`src/rtl/counter_pkg.sv`:
```
// rtl/counter_pkg.sv - shared counter width, type and terminal-count helper
package counter_pkg;

   localparam int CNT_W = 4;

   typedef logic [CNT_W-1:0] cnt_t;

   function automatic logic is_zero(input cnt_t value);
      return (value == '0);
   endfunction

endpackage

```
`src/rtl/down_count_4bit.sv`:
```
// rtl/down_count_4bit.sv - loadable free-running down counter with terminal-count flag
module down_count_4bit
   import counter_pkg::*;
#(
   parameter int               WIDTH     = CNT_W,
   parameter logic [WIDTH-1:0] RESET_VAL = '0
) (
   input  logic             clk,
   input  logic             rst,
   input  logic [WIDTH-1:0] din,
   input  logic             load,
   output logic [WIDTH-1:0] count,
   output logic             tc
);

   // load has priority; otherwise decrement wraps naturally modulo 2^WIDTH
   always_ff @(posedge clk or negedge rst) begin
      if (!rst) begin
         count <= RESET_VAL;
      end else if (load) begin
         count <= din;
      end else begin
         count <= count - 1'b1;
      end
   end

   generate
      if (WIDTH == CNT_W) begin : g_tc_pkg
         assign tc = is_zero(count);
      end else begin : g_tc_generic
         assign tc = (count == '0);
      end
   endgenerate

endmodule

```
`config.mk`:
```
export PLATFORM = sky130hd
export DESIGN_NAME = down_count_4bit
export DESIGN_NICKNAME = d
export VERILOG_FILES = /design/src/rtl/counter_pkg.sv /design/src/rtl/down_count_4bit.sv
export SDC_FILE = /design/constraint.sdc
export NUM_CORES = 1
export LEC_CHECK = 0
export CAP_MARGIN = 40
export CORE_AREA = 5 5 42 44
export CTS_BUF_LIST = sky130_fd_sc_hd__clkbuf_4 sky130_fd_sc_hd__clkbuf_8
export DETAILED_ROUTE_END_ITERATION = 10
export DIE_AREA = 0 0 47 49
export PLACE_DENSITY = 0.45
export SYNTH_ARGS = -nofsm -noshare
export SYNTH_HDL_FRONTEND = slang
export SYNTH_SLANG_ARGS = --single-unit
```
`constraint.sdc`:
```
create_clock -name clk -period 2.19 [get_ports clk]
set_input_delay 0.438 -clock clk [delete_from_list [all_inputs] [get_ports clk]]
set_output_delay 0.438 -clock clk [all_outputs]
set_load 0.02 [all_outputs]
```
; ---- Word-level counts from Yosys, hierarchy flattened
; Cells that the tools add are included.
[totals]
register_bits = 4
out_inout_bits = 5
wordCells = 4
[classes]
n_addsub = 1
muxes = 1
n_reduce_logical = 1
[op_table]
columns = operator, n
row1 = $logic_not A4 Y1, 1
row2 = $mux W4, 1
row3 = $sub A4 B1 Y4 const B, 1

; ---- Logic depth before layout (Yosys ltp)
; Gate-level depths: netlist of the first run.
[logic_depth]
word_depth = 2
mapped_depth = 4
mapped_depth_nobuf = 4

; ---- Worst setup path before layout of the first run
; No wires, ideal clock.
[synth_timing]
path_kind = register to output
startpoint = reg count[0]
endpoint = out tc
arrival_ps = 1247
t_required_ps = 1752
slack_ps = 505
stages_incl_launch_ff = 4
cell_sequence = dfrtp_1 -> inv_1 -> ha_1 -> nor3b_1
[synth_between]
elab_chain_len = 1
[synth_rtl]
columns = element, line_no
row1 = start: declaration, down_count_4bit.sv:12  ; output logic [WIDTH-1:0] count,
row2 = start signal: assignment, down_count_4bit.sv:21  ; count <= din;
row3 = start signal: assignment, down_count_4bit.sv:23  ; count <= count - 1'b1;
row4 = $logic_not A4 Y1, counter_pkg.sv:9  ; return (value == '0);
row5 = end: declaration, down_count_4bit.sv:13  ; output logic tc
; No other way between the ends.

; ---- Final worst setup path of the first run
; Ends and elaborated chain as after synthesis.

==> summary.md, run 1 <==
| Metric | Value |
|---|---|
| Commonest non-fill, non-tap cell in the layout | sky130_fd_sc_hd__clkdlybuf4s50_1 |
| Number of register bits inferred by synthesis | 4 |
| Area used by sequential logic in the layout | around 100 µm² |
| Portion of synthesized cell area occupied by the leading cell type | between 50 and 60% |
| Worst Path Buf+Inv | 2 |
| Row count | 14 |
| Layout cells sized above 1 | approximately 9.1% |
| Number of diodes added for antenna fixing | 0 |
| Count of final max-slew check failures | 0 |
| Worst-path fanout max | 5 |
| Family with the most delay on the worst path | buffers and inverters |
| CTS max path bufs | 2 |
| H-tree depth reported by CTS | 1 |
| Summed negative setup slack over all endpoints | 0 ns |
| Inserted Clock Buffers | 3 |
| Wire length reported by the detailed router | approximately 500 µm |
| Residual DRC | 0 |
| Endpoint class of the critical path | output pin |
| Relative slew margins | about 83% |
| Status | completed |
| Synth top area cells | sky130_fd_sc_hd__dfrtp_1 (51%), sky130_fd_sc_hd__o31a_1 (8.9%), sky130_fd_sc_hd__ha_1 (6.3%) |
| Synthesis Warnings | 0 |
| Worst Reg2Reg Path Length in Cells | 2 |
| Worst-case clock skew | about 0.0031 ns |
| Cell at the slowest stage of the critical path | sky130_fd_sc_hd__dfrtp_1 |
| Cell count after synthesis | 19 |
| Start-to-end type of the worst setup path | flop to output pin |
| Time the worst path needs with I/O delays and setup | 1.885 ns |
| Leakage power | roughly 0.00015 µW |
| Area overhead of the layout relative to synthesis | 76.58% |
| Worst setup timing slack at the placement stage | 0.2527 ns |
| Net switching power | a little under 80 µW |
| Count of maximum capacitance violations | 0 |
| Syn Std Cell Area | slightly below 200 µm² |
| Proportion of power drawn by flip-flops and latches | a little under two fifths |
| Cells after DPL | 46 |
| RSZ-0062 raised after global routing | no |
| Final setup fails | 0 |
| Number of ports placed on the die boundary | 12 |
| Most used cells in the layout excluding fill and tap cells | sky130_fd_sc_hd__clkdlybuf4s50_1 (10), sky130_fd_sc_hd__dfrtp_1 (4), sky130_fd_sc_hd__inv_1 (3), sky130_fd_sc_hd__clkbuf_4 (3) |
| CTS clk-pin slew, worst paths | approximately 0.04 ns |
| Initial antenna violation count | 0 |
| Largest net degree at the start of global routing | 8 |
| Cells traversed along the worst timing path | inv_1 > ha_1 > nor3b_1 > dlygate4sd2_1 |
| Area of the die | about 2300 µm² |
| FMAX | roughly 530 MHz |
| Multi-input gate area | 86.33 µm² |
| Pre-antenna DRT Iters | 2 |
| Syn Nets | 27 |
| Fillers | 159 |
| Weighted congestion reported at the end of routability-driven placement | between 0.7 and 0.8 |
| Wire length of the first global-routing pass | roughly 750 µm |
| Pin slew with the least headroom to its limit | between 0.2 and 0.3 ns |
| Starting Density | between 10% and 20% |
| Floorplan core area | 1401 µm² |
| Path type of the worst min-delay path | input port to async pin |
| Initial DRC count | 3 |
| Nets@finish | 43 |
| Largest registers ranked by flip-flop count | count: 4 flops |
| Register with the highest flop count | count |
| Number of distinct library cells after synthesis | 11 |
| Post-Syn Area per Cell | 10.40 µm² |
| Worst-case vdd ir drop | 0.0002665 V |
| Category of the worst setup path launch point | flop |
| Number of sinks handled by clock tree synthesis | 4 |
| Via count of the first global-routing pass | approximately 200 |
| Power density relative to cell area | around 800 nW/µm² |
| Non-filler instance count after layout | about 50 |
| Worst setup margin | 0.3048 ns |
| Horizontal extent of the die | around 47 µm |
| Clk Tree Root Cell | sky130_fd_sc_hd__clkbuf_4 |
| Sequential area share after synthesis | 50.63% |
| Largest register FFs | 4 |
| Largest incremental delay on the critical path | 0.41 ns |
| Clock power share | 33.1% |
| Final worst-path cycle share | between 80% and 90% |
| Routed wire per std cell | slightly above 10 µm |
| Arrival time worst endpoint | around 1.5 ns |
| WP data required | ~1.8 ns |
| Yosys top cell by area | sky130_fd_sc_hd__dfrtp_1 |
| Sw Ratio | 29.12% |
| Latest clock arrival within the worst-skew pair | between 0.2 and 0.25 ns |
| Die Span Y | 49 µm |
| Via-per-instance ratio | 3.776 |
| GR Overflow Total | 0 |
| Via count | between 150 and 200 |
| CTS tree | built |
| Total Routing Usage GR | 5.096% |
| Crit Reg-Reg Endpoint | count[3] |
| HPWL Detailed | between 300 and 400 µm |
| Logic gate share of total power | between 30% and 40% |
| Setup slack, reg-to-reg | about 1.1 ns |
| Antenna-violating nets left | 0 |
| Final number of hold-violating endpoints | 0 |
| PortBufs | 11 |
| RR Startpoint | count[2] |
| Cell-internal power | between 150 and 200 µW |
## through the flow
step | cell area (µm²) | utilization (%) | hold slack [ns] | total power [µW]
final | 349.1 | 24.91 | 0.4045 | 271.1
after global routing | 349.1 | 24.91 | 0.4155 | 289.0
after CTS | 349.1 | 24.91 | 0.3980 | 278.7
after detailed placement | 327.8 | 23.39 | 0.5519 | 184.3
after global placement | 327.8 | 23.39 | 0.5329 | 184.4
after floorplan | 197.7 | - | 0.1424 | 137.9
## worst max path at each step
stage | startpoint | to | cells after the start
6_report | count[0] | tc | 4
5_1_grt | count[0] | tc | 4
4_1_cts | count[0] | tc | 4
3_5_place_dp | count[0] | tc | 4
3_3_place_gp | count[0] | tc | 4
2_1_floorplan | count[0] | tc | 3
## cell families (layout without fill, tap and decap cells)
kind of cell	Yosys count	count (layout)	synth area share, %
fa+ha+maj	1	1	6.328
compound gates	4	4	13.93
flops	4	4	50.63
simple gates	5	5	13.93
xor+xnor	1	1	4.431
buf+inv	3	17	5.696
mux	1	1	5.063
## cell type report
cell class / instances / area share (%)
Sequential cell: 4 / 28.67
Clock buffer: 3 / 6.452
Timing Repair Buffer: 11 / 31.18
Inverter: 3 / 3.226
Tap cell: 16 / 5.735
Multi-Input combinational cell: 12 / 24.73
## what timing repair did
action / in CTS / in global routing
setup buffers: 0 / 0
hold buffers: 0 / 0
setup endpoints to repair: 1 / 0
resized for setup: 1 / 0
## Yosys cell counts
cell type,number
sky130_fd_sc_hd__nand2_1,2
sky130_fd_sc_hd__nor4_1,1
sky130_fd_sc_hd__dfrtp_1,4
sky130_fd_sc_hd__nand2b_1,1
sky130_fd_sc_hd__ha_1,1
sky130_fd_sc_hd__o31a_1,2
sky130_fd_sc_hd__mux2i_1,1
sky130_fd_sc_hd__inv_1,3
sky130_fd_sc_hd__o21ai_0,2
sky130_fd_sc_hd__nor3b_1,1
sky130_fd_sc_hd__xnor2_1,1
## metal layers
layer / vias up / track usage [%] / routed length (µm)
met5: - / 0 / 0
met2: 14 / 5.430 / 164
met1: 74 / 6.027 / 234
li1: 95 / - / -
met4: 0 / 6.912 / 15
met3: 2 / 2.214 / 87
## power groups by stage
| stage | logic (µW) | registers (µW) | clock network, µW |
|---|---|---|---|
| 3_5_place_dp | 84.1 | 100 | 0 |
| 6_report | 81.7 | 99.7 | 89.8 |
| 4_1_cts | 83.4 | 99.4 | 95.9 |
| 2_1_floorplan | 26.1 | 112 | 0 |
| 3_3_place_gp | 84.9 | 99.5 | 0 |
| 5_1_grt | 89.7 | 102 | 97.1 |
No activity file was read; power rests on OpenSTA's default activity.
==> run 2: changes to the inputs <==
Settings changed: ABC_AREA set to 1.
==> run 2 against run 1 <==
  * Die area did not move
  * Final area is 2.5% higher
  * Clock skew shrank 0.0027 ns
  * Sequential power is 4.5% lower
  * Highest routed layer is now met3
==> summary.md, run 2 <==
| Metric | Value |
|---|---|
| Status | completed |
| Sequential area share after synthesis | roughly half |
| Largest incremental delay on the critical path | approximately 0.39 ns |
| Relative slew margins | a little over four fifths |
| Post-CTS setup repair buffer count | 0 |
| H-tree depth reported by CTS | 1 |
| Starting Density | roughly 14% |
| Synth top area cells | sky130_fd_sc_hd__dfrtp_1 (49%), sky130_fd_sc_hd__nand2_1 (13%), sky130_fd_sc_hd__inv_1 (9.3%) |
| Via count | 196 |
| Cells after DPL | 52 |
| Leakage power | approximately 0.00018 µW |
| Final setup fails | 0 |
| Count of final max-slew check failures | 0 |
| Post-Syn Area per Cell | 8.108 µm² |
| Final worst-path cycle share | 80.06% |
| Die Span Y | just under 50 µm |
| Final core utilization | 25.54% |
| Number of diodes added for antenna fixing | 0 |
| Path type of the worst min-delay path | input port to async pin |
| Count of maximum capacitance violations | 0 |
| FMAX | between 500 and 600 MHz |
| Layout cells sized above 1 | approximately a tenth |
| Number of enable-type register cells in the synthesized netlist | 0 |
| Routed wire per std cell | 8.545 µm |
| Weighted congestion reported at the end of routability-driven placement | approximately 0.65 |
| Cell at the slowest stage of the critical path | sky130_fd_sc_hd__dfrtp_1 |
| Power density relative to cell area | ~740 nW/µm² |
| Highest routed layer | met3 |
| Portion of synthesized cell area occupied by the leading cell type | roughly half |
| Cell count after synthesis | 25 |
| Largest register FFs | 4 |
| Clock power share | about a third |
| Via count of the first global-routing pass | 200 |
| Area of the die | about 2300 µm² |
| Total Routing Usage GR | 5.014% |
| Worst-case vdd ir drop | approximately 0.00022 V |
| Hold buffer count at CTS | 0 |
| Sw Ratio | between 20% and 30% |
| Wire length of the first global-routing pass | approximately 770 µm |
| Residual DRC | 0 |
| Horizontal extent of the die | 47 µm |
| WP data required | ~1.8 ns |
| Pin slew with the least headroom to its limit | 0.2442 ns |
| Final number of hold-violating endpoints | 0 |
| Met3 wire len | between 40 and 50 µm |
| Latest clock arrival within the worst-skew pair | 0.23 ns |
| Summed negative setup slack over all endpoints | 0 ns |
| Net switching power | about 77 µW |
| Clk Tree Root Cell | sky130_fd_sc_hd__clkbuf_4 |
| Initial DRC count | 1 |
| Cells traversed along the worst timing path | inv_1 > ha_1 > inv_1 > nor3_1 > dlymetal6s2s_1 |
| Wire length reported by the detailed router | roughly 470 µm |
| CTS max path bufs | 2 |
| Yosys top cell by area | sky130_fd_sc_hd__dfrtp_1 |
| Top cell types by occurrence after synthesis | sky130_fd_sc_hd__nand2_1 (7), sky130_fd_sc_hd__inv_1 (5), sky130_fd_sc_hd__dfrtp_1 (4) |
| Number of ports placed on the die boundary | 12 |
| Time the worst path needs with I/O delays and setup | ~1.8 ns |
| Number of register bits inferred by synthesis | 4 |
| Register with the highest flop count | count |
| Logic gate share of total power | a little under a third |
| Most instantiated flip-flop cell in the synthesis netlist | sky130_fd_sc_hd__dfrtp_1 |
| Commonest non-fill, non-tap cell in the layout | sky130_fd_sc_hd__clkdlybuf4s50_1 |
| Arrival time worst endpoint | 1.32 ns |
| RSZ-0062 raised after global routing | no |
| Sum of routed wire segments on met1 | 193 µm |
| Largest registers ranked by flip-flop count | count: 4 flops |
| Area overhead of the layout relative to synthesis | 76.54% |
| Largest net degree at the start of global routing | 9 |
| Floorplan core area | 1401 µm² |
| GR Overflow Total | 0 |
| CTS clk-pin slew, worst paths | ~0.040 ns |
| Worst-case clock skew | 0.0003551 ns |
| Nets@finish | between 40 and 50 |
| Pre-antenna DRT Iters | 2 |
| Most used cells in the layout excluding fill and tap cells | sky130_fd_sc_hd__clkdlybuf4s50_1 (10), sky130_fd_sc_hd__nand2_1 (7), sky130_fd_sc_hd__inv_1 (5), sky130_fd_sc_hd__dfrtp_1 (4), sky130_fd_sc_hd__clkbuf_4 (3) |
| Cell-internal power | approximately 190 µW |
| Endpoint class of the critical path | output pin |
| Cell repeated most along the worst path | sky130_fd_sc_hd__inv_1 |
| Row count | 14 |
| Start-to-end type of the worst setup path | flop to output pin |
| Met2 Wirelength | between 200 and 250 µm |
| Initial antenna violation count | 0 |
| Post_cts resized | 0 |
| PortBufs | 11 |
| Syn Std Cell Area | 202.7 µm² |
| Number of distinct library cells after synthesis | 10 |
| Non-filler instance count after layout | 55 |
| Number of sinks handled by clock tree synthesis | 4 |
| Proportion of power drawn by flip-flops and latches | a little over a third |
| Inserted Clock Buffers | 3 |
| Share of flip-flops with an asynchronous set or reset | 100.0% |
| Most repeated cell in the gate-level netlist after synthesis | sky130_fd_sc_hd__nand2_1 |
| Antenna-violating nets left | 0 |
| Syn Nets | 33 |
| Category of the worst setup path launch point | flop |
| Worst-path fanout max | 3 |
| Setup slack, reg-to-reg | between 1 and 1.5 ns |
| Via-per-instance ratio | roughly 3.6 |
| Synthesis Warnings | 0 |
| CTS tree | built |
run 2: final timing paths:
path | start | end | depth (start not counted)
worst max-delay path | count[0] | tc | 5
worst min-delay path | rst | count[0] | 1
worst max register to register | count[0] | count[2] | 4
worst min register to register | count[0] | count[0] | 1
max in group asynchronous | rst | count[2] | 1
min in group clk | count[0] | count[0] | 1
run 2: cells by family after synthesis:
kind of cell | count (synthesis) | synth area share [%]
and+or+nand+nor | 11 | 23.46
buffers and inverters | 5 | 9.260
DFF | 4 | 49.38
AOI/OAI and AO/OA | 3 | 7.405
xor gates and xnor gates | 1 | 4.322
adders and majority gates | 1 | 6.172
run 2: per-stage QoR:
| stage | setup WS (ns) | instance area [µm²] | hold WS, ns | power [µW] |
|---|---|---|---|---|
| 2_1_floorplan | 0.5250 | 202.7 | 0.1424 | 134.9 |
| 3_3_place_gp | 0.3005 | 332.8 | 0.4895 | 178.9 |
| 3_5_place_dp | 0.2756 | 332.8 | 0.4923 | 178.2 |
| 4_1_cts | 0.01659 | 355.3 | 0.4105 | 273.7 |
| 5_1_grt | 0.3267 | 357.8 | 0.4223 | 290.0 |
| 6_report | 0.4367 | 357.8 | 0.4092 | 265.3 |
run 2: cell type report:
type                       count  area (µm²)
timing repair buffer          11       112.6
tap                           16       20.02
inverter                       5       18.77
sequential                     4       100.1
fill                         163        1044
clock buffer                   3       22.52
multi-input combinational     16       83.83
run 2: critical path, delay by kind of cell, from the launching register on:
family | cells | cell delay (ns)
adder cells (fa/ha/maj) | 1 | 0.19
buffers and inverters | 3 | 0.39
flip-flops | 1 | 0.39
AND/OR/NAND/NOR | 1 | 0.12
run 2: routing by layer:
metal | vias up | global-route usage [%]
li1 | 108 | -
met1 | 81 | 5.543
met2 | 7 | 6.335
met3 | 0 | 1.107
met4 | 0 | 6.912
met5 | - | 0
run 2: power by group through the flow:
stage | Clock (µW) | Sequential, µW | Combinational (µW)
after floorplan | 0 | 107 | 27.5
after global placement | 0 | 96.2 | 82.7
after detailed placement | 0 | 96.1 | 82.2
after CTS | 96.1 | 95.2 | 82.3
after global routing | 104 | 96.9 | 88.8
final | 90.2 | 95.2 | 79.9
